$ cat src/rtl/booth_multi.sv
// booth_multi: sequential radix-2 Booth multiplier, signed N x N -> 2N, one Booth step per clock.
// Rev 1.0 - initial release.
`default_nettype none

module booth_multi #(
  parameter int N = 8
) (
  input  logic           clock,
  input  logic           reset,
  input  logic           sel,
  input  logic [N-1:0]   A,
  input  logic [N-1:0]   B,
  output logic [2*N-1:0] Z
);

  localparam int CW = (N > 1) ? $clog2(N) : 1;
  localparam logic [CW-1:0] C_LAST_STEP = CW'(N - 1);

  typedef enum logic [0:0] {
    S_IDLE = 1'b0,
    S_RUN  = 1'b1
  } state_t;

  state_t           state_q;
  logic [CW-1:0]    cnt_q;
  logic [N:0]       m_q;
  logic [N:0]       acc_q;
  logic [N-1:0]     q_q;
  logic             qm1_q;
  logic [2*N-1:0]   z_q;

  logic [N:0]       sum_d;
  logic [N:0]       acc_d;
  logic [N-1:0]     q_d;
  logic             qm1_d;

  // One Booth step: conditional add/subtract of M, then arithmetic shift of {ACC,Q,Q_-1}.
  // ACC is one bit wider than the operand so ACC - (-2^(N-1)) never overflows.
  always_comb begin
    sum_d = acc_q;
    unique case ({q_q[0], qm1_q})
      2'b01:   sum_d = acc_q + m_q;
      2'b10:   sum_d = acc_q - m_q;
      default: sum_d = acc_q;
    endcase
    acc_d = {sum_d[N], sum_d[N:1]};
    q_d   = {sum_d[0], q_q[N-1:1]};
    qm1_d = q_q[0];
  end

  always_ff @(posedge clock) begin
    if (reset) begin
      state_q <= S_IDLE;
      cnt_q   <= '0;
      m_q     <= '0;
      acc_q   <= '0;
      q_q     <= '0;
      qm1_q   <= 1'b0;
      z_q     <= '0;
    end else begin
      unique case (state_q)
        S_IDLE: begin
          if (sel) begin
            m_q     <= {A[N-1], A};
            q_q     <= B;
            acc_q   <= '0;
            qm1_q   <= 1'b0;
            cnt_q   <= '0;
            state_q <= S_RUN;
          end
        end
        S_RUN: begin
          acc_q <= acc_d;
          q_q   <= q_d;
          qm1_q <= qm1_d;
          if (cnt_q == C_LAST_STEP) begin
            // Product is the low 2N bits of the shifted {ACC,Q}; sel during RUN is ignored.
            z_q     <= {acc_d[N-1:0], q_d};
            cnt_q   <= '0;
            state_q <= S_IDLE;
          end else begin
            cnt_q <= cnt_q + CW'(1);
          end
        end
        default: state_q <= S_IDLE;
      endcase
    end
  end

  assign Z = z_q;

endmodule

`default_nettype wire

$ cat config.mk
export PLATFORM = sky130hd
export DESIGN_NAME = booth_multi
export DESIGN_NICKNAME = d
export VERILOG_FILES = /design/src/rtl/booth_multi.sv
export SDC_FILE = /design/constraint.sdc
export NUM_CORES = 1
export LEC_CHECK = 0
export ABC_AREA = 1
export CORE_ASPECT_RATIO = 1.4
export CORE_MARGIN = 5
export CORE_UTILIZATION = 45
export DETAILED_ROUTE_END_ITERATION = 7
export GPL_TIMING_DRIVEN = 0
export PLACE_DENSITY_LB_ADDON = 0.05
export SYNTH_ARGS = -nofsm -noshare
export SYNTH_HDL_FRONTEND = slang
export SYNTH_SLANG_ARGS = --single-unit
$ cat constraint.sdc
create_clock -name clock -period 2.4 [get_ports clock]
set_clock_uncertainty 0.2 [all_clocks]
set_input_delay 0.24 -clock clock [delete_from_list [all_inputs] [get_ports clock]]
set_output_delay 0.24 -clock clock [all_outputs]
set_load 0.02 [all_outputs]
==> results.py, run 1 <==
metrics = {
    "pwr": {
        "share_seq_of_total_power": 0.412,
        "clkPwrFrac": 0.314,
        "p_int_mw": 1.36,
        "switching_share": 0.303,
        "pwr-share-comb": 0.274,
        "power.density_cell_area_mw_per_mm2": 606,
        "leakagePower_nw": 1.36,
        "power_switching_mw": 0.591,
        "power.total_mw": 1.95,
        "vdd_ir_drop_max_mv": 0.327,
    },
    "sta": {
        "clock.fmax_mhz": 396,
        "worstMarginPinSlew_ns": 0.503,
        "final_critical_path_setup_slack_ns": -0.126,
        "final_max_slew_viol_count": 0,
        "period_minus_slack_ns": 2.53,
        "grt_setup_unrepaired": "true",
        "relSlewSlack": 0.665,
        "setup_viol": 4,
        "finalHoldViolations": 0,
        "final.setup.tns_ns": -0.385,
        "post-route-period-util": 1.05,
    },
    "synthesis": {
        "ranking_of_synthesized_cells_by_area": "dfxtp_1 38%, nand2_1 13%, nand3_1 6.9%",
        "async_flop_share": 0,
        "number_of_warnings_printed_during_yosys_synthesis": 0,
        "synth_cell_types": 36,
        "yosysTopAreaCellShare": 0.378,
        "synth.largest_area_cell": "dfxtp_1",
        "synth_top_flop_cell": "dfxtp_1",
        "per_instance_average_area_after_synthesis_um2": 7.22,
        "synth.ff_latch_count": 45,
        "synth_enable_flop_cells": 0,
        "seq_area_frac_synth": 0.378,
        "yosysMostFrequentCell": "nand2_1",
        "mapped_cells": 330,
        "synth_fp_nets": 362,
        "synth.top_cells.by_count": "81 x nand2_1, 45 x dfxtp_1, 39 x inv_1",
        "netlist_area_mm2": 0.00238,
    },
    "layout": {
        "ant_cells": 0,
        "drive_gt1_frac": 0.222,
        "fin_util": 0.625,
        "nNetsFinal": 410,
        "area_delta_synth_final_pct": 35.2,
        "filler_cell_count": 506,
    },
    "global_route": {
        "globalRouteTotalUtil": 0.181,
        "antenna_violations_before_repair": 0,
        "grt-ovfl-total": 0,
        "via_count_of_the_first_global_routing_pass": 2287,
        "grt_pass1_wl_mm": 9.89,
        "grt_max_degree": 15,
    },
    "route": {
        "route.detailed.drc": 0,
        "drt-pass1-iter-count": 6,
        "routed_wirelength_mm": 5.85,
        "vias_per_cell": 5.15,
        "detail-route-antenna-nets": 0,
        "drt_iter0_markers": 75,
        "routedWlPerCell_um": 13.1,
        "route.vias.total": 2293,
    },
    "status": {
        "violations": "negative setup slack",
        "outcome": "finished, violations left",
    },
    "clock_network": {
        "clkSlewWorstSetupHoldPaths_ns": 0.09,
        "tritoncts_num_sinks": 45,
        "clock_tree.root_cell": "clkbuf_8",
        "clk_path_buf_depth": 2,
        "numCtsBuffers": 5,
        "ctsHoldBuffers": 0,
        "h_tree_levels": 2,
        "cts_tree": "done",
        "worstSkewPairLatency_ns": 0.30,
    },
    "worst_setup_path": {
        "cp_max_fo": 4,
        "cp-start-kind": "flop",
        "crit_required_ns": 2.37,
        "setup.worst_path.end_class": "flop",
        "worst-endpoint-arrival_ns": 2.50,
        "critical_setup_path_class": "reg -> reg",
    },
    "floorplan": {
        "initial_utilization": 0.462,
        "design.die.area_mm2": 0.00687,
        "die-width_um": 71.5,
        "row_count": 31,
        "floorplan.io_pins": 35,
        "dieHeight_um": 96.1,
        "core-area_mm2": 0.00516,
    },
    "worst_hold_path": {
        "min_path_type": "reg -> reg",
    },
    "placement": {
        "numPortBuffers": 34,
        "dp.final_hpwl_mm": 4.41,
        "routabilityCongestion": 0.819,
    },
    "flow_run": {
        "cap_viol_max_count": 0,
    },
}
## layout make-up
type,count,area (um2),share of cell area
multi-input cells,231,1480,0.458
flip-flops and latches,45,911,0.283
repair buffers,41,393,0.122
inverters,42,168,0.0520
clock buffers,6,82.6,0.0256
well taps,66,82.6,0.0256
plain buffers,12,71.3,0.0221
clock inverters,2,37.5,0.0117
## power groups by stage
stage	clock network (mW)	logic, mW	registers [mW]
3_5_place_dp	0	0.401	0.814
3_3_place_gp	0	0.396	0.814
6_report	0.612	0.535	0.804
5_1_grt	0.653	0.597	0.809
4_1_cts	0.623	0.455	0.800
2_1_floorplan	0	0.301	0.808
## metrics by stage
step | setup slack [ns] | area [um2] | instances | hold slack, ns
2_1_floorplan | 0.0203 | 2400 | 330 | 0.109
3_3_place_gp | -0.253 | 2820 | 430 | 0.249
3_5_place_dp | -0.277 | 2820 | 430 | 0.260
4_1_cts | -0.142 | 3060 | 443 | 0.271
5_1_grt | -0.285 | 3220 | 445 | 0.285
6_report | -0.126 | 3220 | 445 | 0.267
## state kept, by name, summed over array words and instances (netlist names)
signal / cells
acc_q: 8
cnt_q: 3
qm1_q: 1
m_q: 8
q_q: 8
state_q: 1
Z: 16
## worst paths after layout
kind / from / to / slack, ns / cells after the start
max: m_q[0] / acc_q[7] / -0.13 / 19
min reg2reg: qm1_q / qm1_q / 0.27 / 2
min: qm1_q / qm1_q / 0.27 / 2
max reg2reg: m_q[0] / acc_q[7] / -0.13 / 19
## layout by cell type, fill, tap and decap left out, drive strengths merged
| cell type | synthesis | final |
|---|---|---|
| a21o | 2 | 2 |
| a21oi | 21 | 21 |
| xnor2 | 3 | 3 |
| a211oi | 1 | 1 |
| o21a | 2 | 2 |
| ha | 12 | 12 |
| o211ai | 2 | 2 |
| nand3b | 2 | 2 |
| or2 | 2 | 2 |
| xor2 | 4 | 4 |
| clkdlybuf4s50 | 0 | 34 |
| dfxtp | 45 | 45 |
| nand3 | 35 | 35 |
| o21ai | 23 | 23 |
| o221ai | 3 | 3 |
| bufinv | 0 | 1 |
| nor3 | 1 | 1 |
| fa | 1 | 1 |
| a2bb2oi | 1 | 1 |
| nor2 | 27 | 27 |
| a221oi | 1 | 1 |
| inv | 42 | 42 |
| clkinvlp | 0 | 1 |
| buf | 7 | 14 |
| o31ai | 1 | 1 |
| nor3b | 1 | 1 |
| nand4 | 2 | 2 |
| clkbuf | 5 | 11 |
| nand2 | 84 | 84 |
## routing by layer
metal  vias up  wire (um)  global-route usage
li1       1166          -                   -
met2        34       3240               0.347
met5         -          0                   0
met4         0        126              0.0705
met1      1079       2300               0.195
met3        14        183              0.0282
## timing repair
item,CTS,global route
gates resized for setup,25,36
endpoints found under the hold margin,0,0
setup buffers,5,2
endpoints found under the setup margin,11,14
pin swaps,12,21
## worst max-delay path, cell delays in order (launching register included)
cell and delay [ns]:
dfxtp_4 0.37, inv_4 0.07, ha_4 0.13, inv_2 0.04, nor2_4 0.09, nand2_2 0.08
o31ai_4 0.18, xnor2_1 0.15, inv_1 0.10, ha_4 0.25, nand2_4 0.10, inv_4 0.04
a21oi_4 0.16, nand2_2 0.07, nand2_2 0.07, nand3_2 0.06, nand2_2 0.06, nand2_2 0.07
nand2_2 0.06, a21oi_2 0.04
## cells by family (layout without fill, tap and decap cells)
logic type,after synthesis,after routing,synth area share
AND/OR/NAND/NOR,154,154,0.288
AO/OA/AOI/OAI,57,57,0.141
buffers and inverters,54,103,0.0961
flip-flops,45,45,0.378
adder cells (fa/ha/maj),13,13,0.0714
XOR/XNOR,7,7,0.0257
Power figures use the tool's default switching activity.
==> run 2, diff against run 1 <==
CTS_BUF_LIST = sky130_fd_sc_hd__clkbuf_4 sky130_fd_sc_hd__clkbuf_8   (was not set)
==> results of run 2 <==
No change in the layout: final DEF, timing and power equal those of run 1.
==> run 3, diff against run 2 <==
CELL_PAD_IN_SITES_DETAIL_PLACEMENT = 1   (was not set)
CELL_PAD_IN_SITES_GLOBAL_PLACEMENT = 2   (was not set)
CORE_ASPECT_RATIO = 0.8   (was 1.4)
CORE_UTILIZATION = 28   (was 45)
==> run 3 against run 2 <==
Compared with the run above: the flow still finishes with violations (negative setup slack); sequential power about the same; via count decreased by 0.70%; first-iteration DRC count shrank 44%; clock power about the same; clock-buffer cell count rose by 1; register-to-register slack about the same; critical path type unchanged; combinational power up 8.0%.
==> results.py, run 3 (synthesized netlist as in run 1, its figures left out) <==
metrics = {
    "status": {
        "outcome": "finished, violations left",
        "violations": "negative setup slack",
    },
    "worst_setup_path": {
        "r2r_start": "m_q[1]",
        "worst-endpoint-arrival_ns": 2.49,
        "critical_setup_path_class": "reg -> reg",
        "critical-path-slowest-cell": "dfxtp_4",
        "ff2ff_setup_slack_ns": -0.12,
        "r2r.worst_path.cells": 17,
        "worst_path_dominant_cell_family": "simple AND/OR/NAND/NOR gates",
        "cp_max_fo": 3,
        "setup.worst_path.end_class": "flop",
        "timing.critical_path.cells": "nor3_4 -> nor3b_4 -> buf_4 -> a21oi_2 -> xor2_1 -> inv_1 -> ha_4 -> nand2_4 -> inv_2 -> a21oi_2 -> nand2_1 -> nand2_1 -> nand3_1 -> nand2_1 -> nand2_2 -> nand2_2 -> a21oi_2",
        "destination_of_the_worst_register_to_register_timing_path": "acc_q[7]",
        "critPathMaxStageDelay_ns": 0.37,
        "cp-start-kind": "flop",
        "crit_required_ns": 2.37,
        "critical_path_buf_inv_count": 3,
    },
    "global_route": {
        "antenna_violations_before_repair": 0,
        "grt-ovfl-total": 0,
        "grt_max_degree": 14,
        "grt_pass1_wl_mm": 11.8,
        "globalRouteTotalUtil": 0.143,
        "via_count_of_the_first_global_routing_pass": 2264,
    },
    "clock_network": {
        "clkSlewWorstSetupHoldPaths_ns": 0.08,
        "numCtsBuffers": 5,
        "cts_tree": "done",
        "tritoncts_num_sinks": 45,
        "worstSkewPairLatency_ns": 0.30,
        "clk_path_buf_depth": 2,
        "clock_tree.root_cell": "clkbuf_8",
        "h_tree_levels": 2,
    },
    "placement": {
        "place_inst": 476,
        "post-place-ws_ns": -0.343,
        "placement.cell_area_mm2": 0.00288,
        "dp.final_hpwl_mm": 5.50,
        "numPortBuffers": 34,
        "routabilityCongestion": 0.768,
    },
    "route": {
        "routedWlPerCell_um": 14.5,
        "drt-pass1-iter-count": 4,
        "drt_iter0_markers": 42,
        "routed_wirelength_mm": 7.23,
        "route.vias.total": 2277,
        "vias_per_cell": 4.58,
        "detail-route-antenna-nets": 0,
        "route.detailed.drc": 0,
    },
    "sta": {
        "post-route-period-util": 1.05,
        "final_hold_slack_ns": 0.272,
        "final.setup.tns_ns": -0.326,
        "period_minus_slack_ns": 2.52,
        "worstMarginPinSlew_ns": 0.615,
        "final_max_slew_viol_count": 0,
        "setup_viol": 4,
        "finalHoldViolations": 0,
        "final_critical_path_setup_slack_ns": -0.120,
        "grt_setup_unrepaired": "true",
        "relSlewSlack": 0.590,
        "clock.fmax_mhz": 397,
    },
    "layout": {
        "drive_gt1_frac": 0.244,
        "area_delta_synth_final_pct": 40.1,
        "fin_util": 0.397,
        "filler_cell_count": 1051,
        "register_area_um2": 912,
        "postLayoutCellArea_mm2": 0.00334,
        "final_cell_mix": "69 x nand2_1, 40 x dfxtp_1, 34 x clkdlybuf4s50_1, 33 x inv_1, 31 x nand3_1",
        "nNetsFinal": 416,
        "layout.cells.most_common": "nand2_1",
        "largest_register_ff_count": 16,
        "stdcell_count": 497,
        "ant_cells": 0,
        "multi_input_comb_area_mm2": 0.00149,
    },
    "floorplan": {
        "floorplan.io_pins": 35,
        "core-area_mm2": 0.00841,
        "design.die.area_mm2": 0.0105,
        "dieHeight_um": 92.5,
        "row_count": 30,
        "initial_utilization": 0.283,
        "die-width_um": 113,
    },
    "worst_hold_path": {
        "holdPathStages": 2,
        "min_from": "qm1_q",
        "whs_endpoint": "qm1_q",
        "min_path_type": "reg -> reg",
    },
    "pwr": {
        "share_seq_of_total_power": 0.404,
        "power.density_cell_area_mw_per_mm2": 598,
        "pwr-share-comb": 0.289,
        "leakagePower_nw": 1.39,
        "p_int_mw": 1.40,
        "vdd_ir_drop_max_mv": 0.220,
        "switching_share": 0.300,
        "power_switching_mw": 0.600,
        "clkPwrFrac": 0.307,
        "power.total_mw": 2.00,
    },
    "flow_run": {
        "cap_viol_max_count": 0,
    },
}
## run 3: changes by cell type in the layout (fill, tap and decap cells not counted), moves of 2 or more
cell	change
ha_4	+2
buf_4	+5
inv_4	-2
inv_2	+3
a21oi_1	-3
a21oi_2	+4
nand3_2	-3
nand3_1	+3
ha_1	-2
## run 3: power by group through the flow
stage	combinational [mW]	sequential, mW	clock [mW]
floorplan	0.301	0.808	0
detailed placement	0.424	0.816	0
global placement	0.421	0.816	0
finish	0.578	0.807	0.612
global route	0.642	0.811	0.680
CTS	0.499	0.804	0.641
## run 3: layout make-up
type / instances / share of cell area
flip-flops and latches: 45 / 0.273
plain buffers: 12 / 0.0214
clock buffers: 7 / 0.0270
inverters: 42 / 0.0487
multi-input cells: 231 / 0.446
clock inverters: 1 / 0.00900
repair buffers: 47 / 0.132
well taps: 112 / 0.0420
## run 3: per-layer routing
layer	global-route usage	wire length, um
met1	0.213	3880
met2	0.203	2960
met3	0.0359	320
met4	0.0390	66
met5	0	0
## run 3: worst min-delay path: stages, from the launching register on
cell     delay [ns]
dfxtp_2        0.33
nand2_1        0.06
a21oi_1        0.05
## run 3: worst max path at each step
| stage | start | to | slack (ns) | depth (start not counted) |
|---|---|---|---|---|
| after CTS | m_q[1] | acc_q[7] | -0.15 | 19 |
| after floorplan | m_q[0] | acc_q[7] | 0.02 | 19 |
| final | m_q[1] | acc_q[7] | -0.12 | 17 |
| after global placement | m_q[0] | acc_q[7] | -0.30 | 16 |
| after detailed placement | m_q[0] | acc_q[7] | -0.34 | 16 |
| after global routing | m_q[1] | Z[15] | -0.27 | 17 |
## run 3: repair_timing
item                       in CTS  in global routing
pin swaps                      16                 25
gates resized for setup        29                 34
hold buffers                    0                  0
setup endpoints to repair      12                 14
cloned                          0                  0
buffers inserted                5                  8
